===== src/rtl/tt_um_sum_display.sv =====
// tt_um_sum_display
//   Shows an 8-bit unsigned value from ui_in in decimal on a 3-digit
//   multiplexed 7-segment display. A rising edge on uio_in[0] starts a load.
//   The value is converted to BCD sequentially using 8 shift-add-3 steps.
//   The digits are then refreshed one at a time.
//
// Parameters
//   REFRESH_DIV  clk cycles each digit stays lit (>= 2)
//   SYNC_STAGES  synchroniser depth for uio_in[0] (>= 2)
//
// Ports
//   clk      clock
//   rst_n    asynchronous active-low reset
//   ena      design enable; 0 blocks loads, refresh keeps running
//   ui_in    value to display, 0..255
//   uio_in   [0] load request (asynchronous, rising edge); [7:1] unused
//   uo_out   [6:0] segments gfedcba, active-high; [7] dp, tied 0
//   uio_out  [3:1] one-hot digit enables (ones, tens, hundreds),
//            [4] busy, [5] valid, others 0
//   uio_oe   constant 8'b0011_1110
//
// Configuration
//   SUM_DISP_LEADING_BLANK_EN  when defined, leading zeros in the hundreds
//   and tens digits are blanked. The ones digit is always shown.
module tt_um_sum_display #(
  parameter int REFRESH_DIV = 1000,
  parameter int SYNC_STAGES = 2
) (
  input  logic       clk,
  input  logic       rst_n,
  input  logic       ena,
  input  logic [7:0] ui_in,
  input  logic [7:0] uio_in,
  output logic [7:0] uo_out,
  output logic [7:0] uio_out,
  output logic [7:0] uio_oe
);

  localparam logic [1:0] S_IDLE = 2'd0;
  localparam logic [1:0] S_CONV = 2'd1;
  localparam logic [1:0] S_DONE = 2'd2;

  localparam int CNT_W = (REFRESH_DIV > 2) ? $clog2(REFRESH_DIV) : 1;
  localparam logic [CNT_W-1:0] CNT_LAST = CNT_W'(REFRESH_DIV - 1);

  // Add 3 to every BCD nibble >= 5, then shift {bcd, bin} left by one.
  function automatic logic [19:0] conv_step(input logic [19:0] v);
    logic [19:0] t;
    t = v;
    if (t[19:16] >= 4'd5) t[19:16] = t[19:16] + 4'd3;
    if (t[15:12] >= 4'd5) t[15:12] = t[15:12] + 4'd3;
    if (t[11:8]  >= 4'd5) t[11:8]  = t[11:8]  + 4'd3;
    return {t[18:0], 1'b0};
  endfunction

  function automatic logic [6:0] seg7(input logic [3:0] d);
    case (d)
      4'd0:    seg7 = 7'h3F;
      4'd1:    seg7 = 7'h06;
      4'd2:    seg7 = 7'h5B;
      4'd3:    seg7 = 7'h4F;
      4'd4:    seg7 = 7'h66;
      4'd5:    seg7 = 7'h6D;
      4'd6:    seg7 = 7'h7D;
      4'd7:    seg7 = 7'h07;
      4'd8:    seg7 = 7'h7F;
      4'd9:    seg7 = 7'h6F;
      default: seg7 = 7'h00;
    endcase
  endfunction

  logic [SYNC_STAGES-1:0] r_sync;
  logic                   r_sync_q;
  logic                   w_edge;
  logic [1:0]             r_state;
  logic [3:0]             r_step;
  logic [19:0]            r_conv;   // {hundreds, tens, ones, binary}
  logic [11:0]            r_disp;
  logic                   r_valid;
  logic                   r_busy;
  logic [CNT_W-1:0]       r_cnt;
  logic [1:0]             r_dig;
  logic [2:0]             r_en;
  logic [6:0]             r_seg;
  logic [6:0]             w_seg;
  logic [2:0]             w_en;
  logic                   w_blank_h;
  logic                   w_blank_t;
  logic                   w_unused;

  assign w_unused = ^uio_in[7:1];

  // Load request synchroniser and rising-edge detector
  always_ff @(posedge clk or negedge rst_n) begin
    if (!rst_n) begin
      r_sync   <= '0;
      r_sync_q <= 1'b0;
    end else begin
      r_sync   <= {r_sync[SYNC_STAGES-2:0], uio_in[0]};
      r_sync_q <= r_sync[SYNC_STAGES-1];
    end
  end

  assign w_edge = r_sync[SYNC_STAGES-1] & ~r_sync_q;

  // Conversion FSM. Edges outside IDLE, or with ena low, are dropped.
  always_ff @(posedge clk or negedge rst_n) begin
    if (!rst_n) begin
      r_state <= S_IDLE;
      r_step  <= 4'd0;
      r_conv  <= 20'd0;
      r_disp  <= 12'd0;
      r_valid <= 1'b0;
      r_busy  <= 1'b0;
    end else begin
      case (r_state)
        S_IDLE: begin
          r_step <= 4'd0;
          if (w_edge && ena) begin
            r_conv  <= {12'd0, ui_in};
            r_busy  <= 1'b1;
            r_state <= S_CONV;
          end
        end
        S_CONV: begin
          r_conv <= conv_step(r_conv);
          r_step <= r_step + 4'd1;
          if (r_step == 4'd7) r_state <= S_DONE;
        end
        S_DONE: begin
          r_disp  <= r_conv[19:8];
          r_valid <= 1'b1;
          r_busy  <= 1'b0;
          r_state <= S_IDLE;
        end
        default: r_state <= S_IDLE;
      endcase
    end
  end

  // Refresh timer and digit index (0 = ones, 1 = tens, 2 = hundreds)
  always_ff @(posedge clk or negedge rst_n) begin
    if (!rst_n) begin
      r_cnt <= '0;
      r_dig <= 2'd0;
    end else if (r_cnt == CNT_LAST) begin
      r_cnt <= '0;
      r_dig <= (r_dig == 2'd2) ? 2'd0 : r_dig + 2'd1;
    end else begin
      r_cnt <= r_cnt + CNT_W'(1);
    end
  end

`ifdef SUM_DISP_LEADING_BLANK_EN
  assign w_blank_h = (r_disp[11:8] == 4'd0);
  assign w_blank_t = (r_disp[11:8] == 4'd0) && (r_disp[7:4] == 4'd0);
`else
  assign w_blank_h = 1'b0;
  assign w_blank_t = 1'b0;
`endif

  always_comb begin
    w_seg = 7'h00;
    w_en  = 3'b000;
    case (r_dig)
      2'd0: begin
        w_en  = 3'b001;
        w_seg = seg7(r_disp[3:0]);
      end
      2'd1: begin
        w_en  = 3'b010;
        w_seg = w_blank_t ? 7'h00 : seg7(r_disp[7:4]);
      end
      2'd2: begin
        w_en  = 3'b100;
        w_seg = w_blank_h ? 7'h00 : seg7(r_disp[11:8]);
      end
      default: begin
        w_en  = 3'b000;
        w_seg = 7'h00;
      end
    endcase
  end

  // Enable and segments are registered together so they never disagree.
  always_ff @(posedge clk or negedge rst_n) begin
    if (!rst_n) begin
      r_en  <= 3'b000;
      r_seg <= 7'h00;
    end else if (!r_valid) begin
      r_en  <= 3'b000;
      r_seg <= 7'h00;
    end else begin
      r_en  <= w_en;
      r_seg <= w_seg;
    end
  end

  assign uo_out  = {1'b0, r_seg};
  assign uio_out = {2'b00, r_valid, r_busy, r_en, 1'b0};
  assign uio_oe  = 8'b0011_1110;

endmodule

===== config.mk =====
export PLATFORM = sky130hd
export DESIGN_NAME = tt_um_sum_display
export DESIGN_NICKNAME = d
export VERILOG_FILES = /design/src/rtl/tt_um_sum_display.sv
export SDC_FILE = /design/constraint.sdc
export NUM_CORES = 1
export LEC_CHECK = 0
export BUFFER_PORTS_ARGS = -buffer_cell sky130_fd_sc_hd__buf_4
export CORE_UTILIZATION = 52
export CTS_CLUSTER_SIZE = 16
export DETAILED_ROUTE_END_ITERATION = 8
export PLACE_DENSITY = 0.74
export SYNTH_ARGS = -nofsm -noshare
export SYNTH_HDL_FRONTEND = slang
export SYNTH_SLANG_ARGS = --single-unit

===== constraint.sdc =====
create_clock -name clk -period 1.39 [get_ports clk]
set_input_delay 0.2085 -clock clk [delete_from_list [all_inputs] [get_ports clk]]
set_output_delay 0.2085 -clock clk [all_outputs]
set_load 0.005 [all_outputs]

==> results_dict.tcl, run 1 <==
set metrics [dict create \
    status "completed" \
    cts_root_buf "clkbuf_8" \
    hpwlAfterDp_um 4430 \
    hold_viol_final 0 \
    initial_core_util_pct 55.3 \
    vias 2610 \
    cts_buffer_depth 2 \
    netlist_area_um2 3370 \
    finalSetupViolCount 0 \
    ioPinCount 43 \
    grt_pass1_vias 2448 \
    cts_tree "done" \
    fin_crit_sh_pct 99.4 \
    setup_tns_ns 0 \
    cap_violations 0 \
    fin_crit_ns 1.38 \
    rrSetupSlack_ns 0.009 \
    combPwrFrac_pct 44.0 \
    drc 0 \
    htreeDepth 3 \
    p_sw_share_pct 35.4 \
    max_freq_mhz 724 \
    ir_drop_mv 1.36 \
    hold_path_class "in -> reg" \
    required_ns 1.61 \
    yosysWarnings 0 \
    clkLatencyLatePin_ns 0.33 \
    drive_gt1_share_pct 31.5 \
    ant_nets 0 \
    r2r-end "r_seg[4]" \
    firstDrtPassIters 4 \
    cp_max_fo 4 \
    grt_first_pass_wirelength_um 10900 \
    start_kind "flop" \
    port_buffers 23 \
    fin_util_pct 70.1 \
    dieWidth_um 82.5 \
    ys.flop_type "dfrtp_1" \
    dieArea_um2 6810 \
    cts_sinks 65 \
    crit_end "r_seg[4]" \
    place.gp.congestion 0.856 \
    async_reset_ff_share_pct 100 \
    p_leak_nw 2.00 \
    area_growth_pct 26.7 \
    synth_seq_cells 65 \
    fp.dieH_um 82.5 \
    clk_pin_slew_worst_paths_ns 0.06 \
    crit_path_top_delay_cell "dfrtp_1" \
    r2r_cells 6 \
    seq_area_frac_synth_pct 48.2 \
    routed_via_density 5.25 \
    startpoint "r_disp[5]" \
    cp-end-kind "flop" \
    antenna_found_initial 0 \
    wl_per_cell_um 13.4 \
    finClkSkew_ns 0.00802 \
    rows 28 \
    slowest_delay_ns 0.42 \
    grt_usage_pct 21.7 \
    synth_cell_type_count 41 \
    synth_edf_count 0 \
    worstPathArrival_ns 1.60 \
    final_cell_mix "buf_4 (67), dfrtp_1 (63), nand2_1 (40)" \
    cellPowerDensity_nw_per_um2 1810 \
    pwr-share-clk_pct 18.5 \
    switching_power_mw 2.73 \
    internal_power_mw 4.99 \
    cts_buffers 9 \
    avgSynthCellArea_um2 9.63 \
    fillCellCount 469 \
    routed_wl_um 6640 \
    final_common_cell "buf_4" \
    path_cells "inv_2 -> ha_4 -> nor2b_4 -> nor3b_2 -> a311oi_2 -> o21a_1" \
    synthCells 350 \
    crit_type "reg -> reg" \
    maxSlewViolCount 0 \
    antenna_cells 0 \
    grt_overflow 0 \
    drt_iter0_drc 138 \
    grt_start_max_net_pins 34 \
    timing.rr.start "r_disp[5]" \
    seqPwrFrac_pct 37.5 \
    rsz0062_at_grt "yes" \
    holdWs_ns 0.134 \
    layout.nets 459 \
    core_um2 6100 \
]
## final cells by class
type	instances	area, um2	share of cell area (%)
tap	75	93.8	2.20
inverter	22	82.6	1.93
clock buffer	13	159	3.72
clock inverter	3	15.0	0.351
timing repair buffer	73	586	13.7
sequential	65	1630	38.1
multi-input combinational	246	1710	40.0
## metrics by stage
stage	power, mW	instances	instance area [um2]	setup WS (ns)
2_1_floorplan	4.71	360	3430	0.00645
3_3_place_gp	5.65	472	3860	0.0144
3_5_place_dp	5.76	472	3860	-0.0200
4_1_cts	7.39	492	4120	-0.0383
5_1_grt	8.35	497	4270	-0.0721
6_report	7.72	497	4270	0.00903
## worst max-delay path, delay by kind of cell (launching register included)
kind                     cells  cell delay [ns]
AND/OR/NAND/NOR              2             0.36
flip-flops                   1             0.42
buffers and inverters        1             0.07
adder cells (fa/ha/maj)      1             0.15
AO/OA/AOI/OAI                2             0.26
## cell families (layout without fill, tap and decap cells)
| kind of cell | after synthesis | after routing | share of synthesized area (%) |
|---|---|---|---|
| xor+xnor | 10 | 10 | 2.60 |
| compound gates | 91 | 91 | 16.1 |
| simple gates | 101 | 101 | 13.9 |
| other cells | 2 | 12 | 0.223 |
| mux | 9 | 9 | 2.89 |
| flops | 65 | 65 | 48.2 |
| buf+inv | 49 | 111 | 7.53 |
| fa+ha+maj | 23 | 23 | 8.53 |
## cells in the mapped netlist (3+ instances only)
cell / n / share of area, %
dfrtp_1: 65 / 48
nand2b_1: 10 / 1.9
buf_4: 16 / 3.6
nand2_1: 42 / 4.7
o21a_1: 3 / 0.67
a21o_1: 3 / 0.67
ha_1: 23 / 8.5
clkbuf_1: 3 / 0.33
inv_1: 21 / 2.3
xor2_1: 4 / 1.0
a32o_1: 3 / 0.89
mux2i_1: 3 / 0.89
nor2b_1: 5 / 0.93
o31ai_1: 4 / 0.89
xnor2_1: 6 / 1.6
mux2_2: 6 / 2.0
o22ai_1: 4 / 0.74
nand3_1: 4 / 0.59
nor3_1: 7 / 1.0
a21oi_1: 15 / 2.2
buf_2: 8 / 1.2
nor2_1: 22 / 2.4
o21ai_0: 40 / 5.9
a31oi_1: 12 / 2.2
## layer usage
| layer | routed length (um) | global-route usage (%) | share of wire (%) |
|---|---|---|---|
| met5 | 0 | 0 | 0 |
| met4 | 145 | 7.76 | 2.2 |
| met3 | 227 | 5.93 | 3.4 |
| met2 | 3390 | 37.0 | 51 |
| met1 | 2870 | 26.3 | 43 |
## flip-flops by register name (all words and copies together) (netlist names), 2 cells and up
name / cells
r_cnt: 10
r_conv: 20
r_dig: 2
r_disp: 12
r_en: 3
r_seg: 7
r_state: 2
r_step: 4
r_sync: 2
## power groups by stage
stage | combinational [mW] | sequential [mW] | clock (mW)
after floorplan | 1.90 | 2.80 | 0
after global placement | 2.79 | 2.86 | 0
after detailed placement | 2.87 | 2.88 | 0
after CTS | 3.07 | 2.86 | 1.46
after global routing | 3.82 | 2.98 | 1.55
final | 3.39 | 2.90 | 1.43
## worst min path at each step
| stage | startpoint | to | cells after the start | slack [ns] |
|---|---|---|---|---|
| after CTS | ui_in[5] | r_conv[5] | 3 | 0.13 |
| after floorplan | rst_n | r_busy | 0 | -0.09 |
| after global placement | rst_n | r_seg[1] | 1 | 0.19 |
| final | ui_in[4] | r_conv[4] | 3 | 0.13 |
| after detailed placement | rst_n | r_seg[0] | 1 | 0.19 |
| after global routing | ui_in[2] | r_conv[2] | 3 | 0.13 |
## repair_timing
item / in CTS / in global routing
pin swaps: 4 / 15
gates resized for setup: 7 / 37
setup endpoints to repair: 6 / 21
hold buffers: 2 / 0
endpoints found under the hold margin: 32 / 0
buffers inserted: 2 / 5
(Power assumes the default switching activity.)
==> run 2: changes to the inputs <==
--- a/config.mk
+++ b/config.mk
@@ -9,6 +9,7 @@
 export CORE_UTILIZATION = 52
 export CTS_CLUSTER_SIZE = 16
 export DETAILED_ROUTE_END_ITERATION = 8
+export MAX_ROUTING_LAYER = met4
 export PLACE_DENSITY = 0.74
 export SYNTH_ARGS = -nofsm -noshare
 export SYNTH_HDL_FRONTEND = slang
==> run 2 against run 1 <==
Sequential power about the same. Maximum frequency down 0.57%. Sequential share of layout area unchanged. Combinational power about the same. Global-route usage up 0.58 points. Register-to-register slack about the same. Critical path depth unchanged. Final area unchanged. Count of clock-buffer cells in the layout unchanged. Die area unchanged. Largest cell class unchanged. Highest routed layer unchanged.
==> results_dict.tcl, run 2 (synthesis results as in run 1) <==
set metrics [dict create \
    status "completed" \
    initial_core_util_pct 55.3 \
    cp_max_fo 4 \
    cts_sinks 65 \
    grt_pass1_vias 2464 \
    rsz0062_at_grt "yes" \
    rows 28 \
    required_ns 1.61 \
    drive_gt1_share_pct 31.5 \
    grt_start_max_net_pins 34 \
    finalSetupViolCount 0 \
    hold_path_class "in -> reg" \
    maxSlewViolCount 0 \
    htreeDepth 3 \
    fp.dieH_um 82.5 \
    combPwrFrac_pct 44.0 \
    seqPwrFrac_pct 37.6 \
    cts_buffer_depth 2 \
    regMostFlops "r_conv" \
    crit_type "reg -> reg" \
    crit_path_top_delay_cell "dfrtp_1" \
    firstDrtPassIters 4 \
    core_um2 6100 \
    internal_power_mw 4.99 \
    cts_root_buf "clkbuf_8" \
    pwr-share-clk_pct 18.5 \
    crit_buf_inv 1 \
    grt_usage_pct 22.3 \
    cp-end-kind "flop" \
    holdWs_ns 0.138 \
    cap_violations 0 \
    clk_pin_slew_worst_paths_ns 0.07 \
    largest_registers "r_conv: 20 flops, r_disp: 12 flops, r_cnt: 10 flops" \
    cpLargestDelayFamily "flip-flops" \
    drc 0 \
    vias 2632 \
    antenna_found_initial 0 \
    final_cell_mix "buf_4 (67), dfrtp_1 (63), nand2_1 (40)" \
    cts_tree "done" \
    finClkSkew_ns 0.00701 \
    fin_util_pct 70.1 \
    antenna_cells 0 \
    hpwlAfterDp_um 4430 \
    dieArea_um2 6810 \
    place.gp.congestion 0.869 \
    clkLatencyLatePin_ns 0.33 \
    placed_cell_area_um2 3860 \
    max_freq_mhz 720 \
    switching_power_mw 2.73 \
    final_common_cell "buf_4" \
    ant_nets 0 \
    cellPowerDensity_nw_per_um2 1810 \
    layout.nets 459 \
    fin_crit_sh_pct 99.9 \
    hold_viol_final 0 \
    ioPinCount 43 \
    grt_first_pass_wirelength_um 10900 \
    fin_crit_ns 1.39 \
    rrSetupSlack_ns 0.001 \
    port_buffers 23 \
    largest_reg_flops 20 \
    slowest_delay_ns 0.42 \
    area_growth_pct 26.7 \
    grt_overflow 0 \
    drt_iter0_drc 137 \
    start_kind "flop" \
    dpl.cell_count 472 \
    setup_tns_ns 0 \
    routed_via_density 5.30 \
    path_cells "inv_2 -> ha_4 -> nor2b_4 -> nor3b_2 -> a311oi_2 -> o21a_1" \
    cts_buffers 9 \
    fin_cells 497 \
    routed_wl_um 6630 \
    wl_per_cell_um 13.3 \
    worstPathArrival_ns 1.61 \
    ir_drop_mv 1.36 \
    p_leak_nw 2.00 \
    design_area_um2 4270 \
    p_sw_share_pct 35.4 \
    dieWidth_um 82.5 \
]
-- run 2: worst reg2reg max path: cells and delay by family (launching register included) --
| family | cells | cell delay, ns |
|---|---|---|
| and+or+nand+nor | 2 | 0.37 |
| adders and majority gates | 1 | 0.15 |
| DFF | 1 | 0.42 |
| buffers and inverters | 1 | 0.08 |
| AOI/OAI and AO/OA | 2 | 0.26 |
-- run 2: through the flow --
step	power [mW]	setup slack, ns
2_1_floorplan	4.71	0.00645
3_3_place_gp	5.65	0.0144
3_5_place_dp	5.76	-0.0200
4_1_cts	7.39	-0.0383
5_1_grt	8.34	-0.0720
6_report	7.71	0.00113
-- run 2: area by class of cell --
| cell class | count | area (um2) |
|---|---|---|
| inverters | 22 | 82.6 |
| multi-input cells | 246 | 1710 |
| clock inverters | 3 | 15.0 |
| clock buffers | 13 | 159 |
| fillers | 469 | 1820 |
| flip-flops and latches | 65 | 1630 |
| well taps | 75 | 93.8 |
| repair buffers | 73 | 586 |
-- run 2: per-layer routing --
layer	track usage [%]	vias up	share of wire [%]
met4	8.28	0	2.2
li1	-	1305	-
met5	-	-	0
met2	37.1	61	51
met3	5.27	13	4.0
met1	26.3	1253	43
-- run 2: timing repair --
action | CTS | global route
hold endpoints to repair | 32 | 0
resized for setup | 7 | 36
pin swaps | 4 | 15
hold buffers | 2 | 0
setup endpoints to repair | 6 | 23
cloned | 0 | 0
buffers inserted | 2 | 5
-- run 2: final timing paths --
kind,from,cells after the start,endpoint
worst max-delay path,r_disp[5],6,r_seg[4]
worst min-delay path,ui_in[2],3,r_conv[2]
worst max register to register,r_disp[5],6,r_seg[4]
worst min register to register,r_sync[0],0,r_sync[1]
max in group asynchronous,rst_n,3,r_cnt[3]
min in group asynchronous,rst_n,2,r_disp[11]
-- run 2: power by group through the flow --
stage               registers [mW]  clock network, mW  logic, mW
floorplan                     2.80                  0       1.90
global placement              2.86                  0       2.79
detailed placement            2.88                  0       2.87
CTS                           2.86               1.46       3.07
global route                  2.98               1.54       3.82
finish                        2.90               1.42       3.39
==> run 3: changes to the inputs <==
--- a/config.mk
+++ b/config.mk
@@ -6,11 +6,11 @@
 export NUM_CORES = 1
 export LEC_CHECK = 0
 export BUFFER_PORTS_ARGS = -buffer_cell sky130_fd_sc_hd__buf_4
-export CORE_UTILIZATION = 52
+export CORE_UTILIZATION = 50
 export CTS_CLUSTER_SIZE = 16
 export DETAILED_ROUTE_END_ITERATION = 8
 export MAX_ROUTING_LAYER = met4
-export PLACE_DENSITY = 0.74
+export PLACE_DENSITY = 0.71
 export SYNTH_ARGS = -nofsm -noshare
 export SYNTH_HDL_FRONTEND = slang
 export SYNTH_SLANG_ARGS = --single-unit
==> run 3 against run 2 <==
The flow now finishes with violations (DRC, setup timing). Cell count up 1.8%. Worst hold slack worse by 0.0079 ns. Via count increased by 1.1%. Highest routed layer unchanged. Sequential power barely moved. Largest cell class unchanged. Clock skew fell by 0.0033 ns. Critical path type unchanged.
==> results_dict.tcl, run 3 (synthesis results as in run 1) <==
set metrics [dict create \
    cts_buffer_depth 2 \
    cellPowerDensity_nw_per_um2 1850 \
    core_um2 6420 \
    ir_drop_mv 1.21 \
    rrSetupSlack_ns -0.02 \
    setup_slack_ns -0.0202 \
    grt_usage_pct 20.0 \
    holdWs_ns 0.130 \
    required_ns 1.66 \
    cts_sinks 65 \
    maxSlewViolCount 0 \
    htreeDepth 3 \
    cp_max_fo 3 \
    clkLatencyLatePin_ns 0.34 \
    fin_crit_ns 1.41 \
    clk_pin_slew_worst_paths_ns 0.06 \
    fin_crit_sh_pct 101 \
    routed_via_density 5.26 \
    worstPathArrival_ns 1.68 \
    vias 2662 \
    design_area_um2 4360 \
    crit_end "r_conv[14]" \
    area_growth_pct 29.3 \
    routed_wl_um 6730 \
    rsz0062_at_grt "yes" \
    largest_registers "r_conv: 20 flops, r_disp: 12 flops, r_cnt: 10 flops" \
    ioPinCount 43 \
    drc 4 \
    dieWidth_um 84.1 \
    place.gp.congestion 0.802 \
    design_power_total_mw 8.06 \
    violations "DRC, setup timing" \
    grt_first_pass_wirelength_um 10700 \
    seq_area_um2 1630 \
    largest_reg_flops 20 \
    port_buffers 23 \
    fp.dieH_um 84.1 \
    r2r-end "r_conv[14]" \
    r2r_cells 5 \
    antenna_found_initial 0 \
    initial_core_util_pct 52.5 \
    grt_start_max_net_pins 43 \
    hold_path_class "in -> reg" \
    dieArea_um2 7080 \
    max_freq_mhz 709 \
    status "finished, violations left" \
    hold_viol_final 0 \
    start_kind "flop" \
    placed_cell_area_um2 3880 \
    layout.nets 467 \
    regMostFlops "r_conv" \
    cp-end-kind "flop" \
    multiInputGateArea_um2 1710 \
    hpwlAfterDp_um 4440 \
    final_cell_mix "buf_4 (72), dfrtp_1 (63), nand2_1 (42)" \
    crit_type "reg -> reg" \
    cap_violations 0 \
    drive_gt1_share_pct 31.9 \
    drt_iter0_drc 122 \
    grt_overflow 0 \
    final_common_cell "buf_4" \
    cts_buffers 9 \
    finClkSkew_ns 0.00367 \
    place_ws_ns -0.0751 \
    p_leak_nw 2.05 \
    startpoint "r_conv[12]" \
    cts_root_buf "clkbuf_8" \
    timing.rr.start "r_conv[12]" \
    ant_nets 0 \
    wl_per_cell_um 13.3 \
    setup_tns_ns -0.0250 \
    grt_pass1_vias 2443 \
    finalSetupViolCount 2 \
    rows 29 \
    firstDrtPassIters 6 \
    cts_tree "done" \
    fillCellCount 505 \
    antenna_cells 0 \
]
[run 3: cell type report]
class | count | share of cell area [%]
Multi-Input combinational cell | 246 | 39.1
Sequential cell | 65 | 37.4
Timing Repair Buffer | 81 | 14.9
Clock buffer | 12 | 3.56
Tap cell | 77 | 2.21
Inverter | 22 | 1.89
Clock inverter | 3 | 0.918
[run 3: critical path: stages, from the launching register on]
cell and delay (ns):
dfrtp_1 0.43, ha_4 0.18, nand2b_4 0.14, a21oi_4 0.17, mux2_4 0.32, o21ai_2 0.11
[run 3: where the power goes]
group / total, mW / leakage, nW / switching, mW / internal, mW
Clock: 1.60 / 0.102 / 0.686 / 0.911
Sequential: 2.89 / 0.832 / 0.456 / 2.44
Combinational: 3.57 / 1.11 / 1.65 / 1.93
[run 3: per-stage QoR]
| stage | utilization, % | std cells |
|---|---|---|
| floorplan | - | 360 |
| global placement | 60.4 | 476 |
| detailed placement | 60.4 | 476 |
| CTS | 64.4 | 494 |
| global route | 67.9 | 506 |
| finish | 67.9 | 506 |
[run 3: how the worst min path moves through the flow]
stage                  start        end  slack [ns]  depth (start not counted)
floorplan              rst_n     r_busy       -0.09                          0
global placement       rst_n   r_seg[0]        0.12                          1
detailed placement     rst_n   r_seg[1]        0.13                          1
CTS                 ui_in[1]  r_conv[1]        0.12                          3
global route        ui_in[1]  r_conv[1]        0.13                          3
finish              ui_in[4]  r_conv[4]        0.13                          3
[run 3: repair_timing]
| item | 4_1_cts | 5_1_grt |
|---|---|---|
| gates cloned | 0 | 1 |
| endpoints found under the setup margin | 9 | 23 |
| hold endpoints to repair | 22 | 0 |
| setup buffers | 1 | 11 |
| resized for setup | 5 | 38 |
| pin swaps | 5 | 21 |
| hold buffers | 2 | 0 |
[run 3: per-layer routing]
metal  GRT usage (%)  up-vias  share of wire (%)
met4            9.87        0                2.2
li1                -     1326                  -
met3            4.75       15                3.1
met2            31.0       48                 49
met1            24.7     1273                 45
met5               -        -                  0
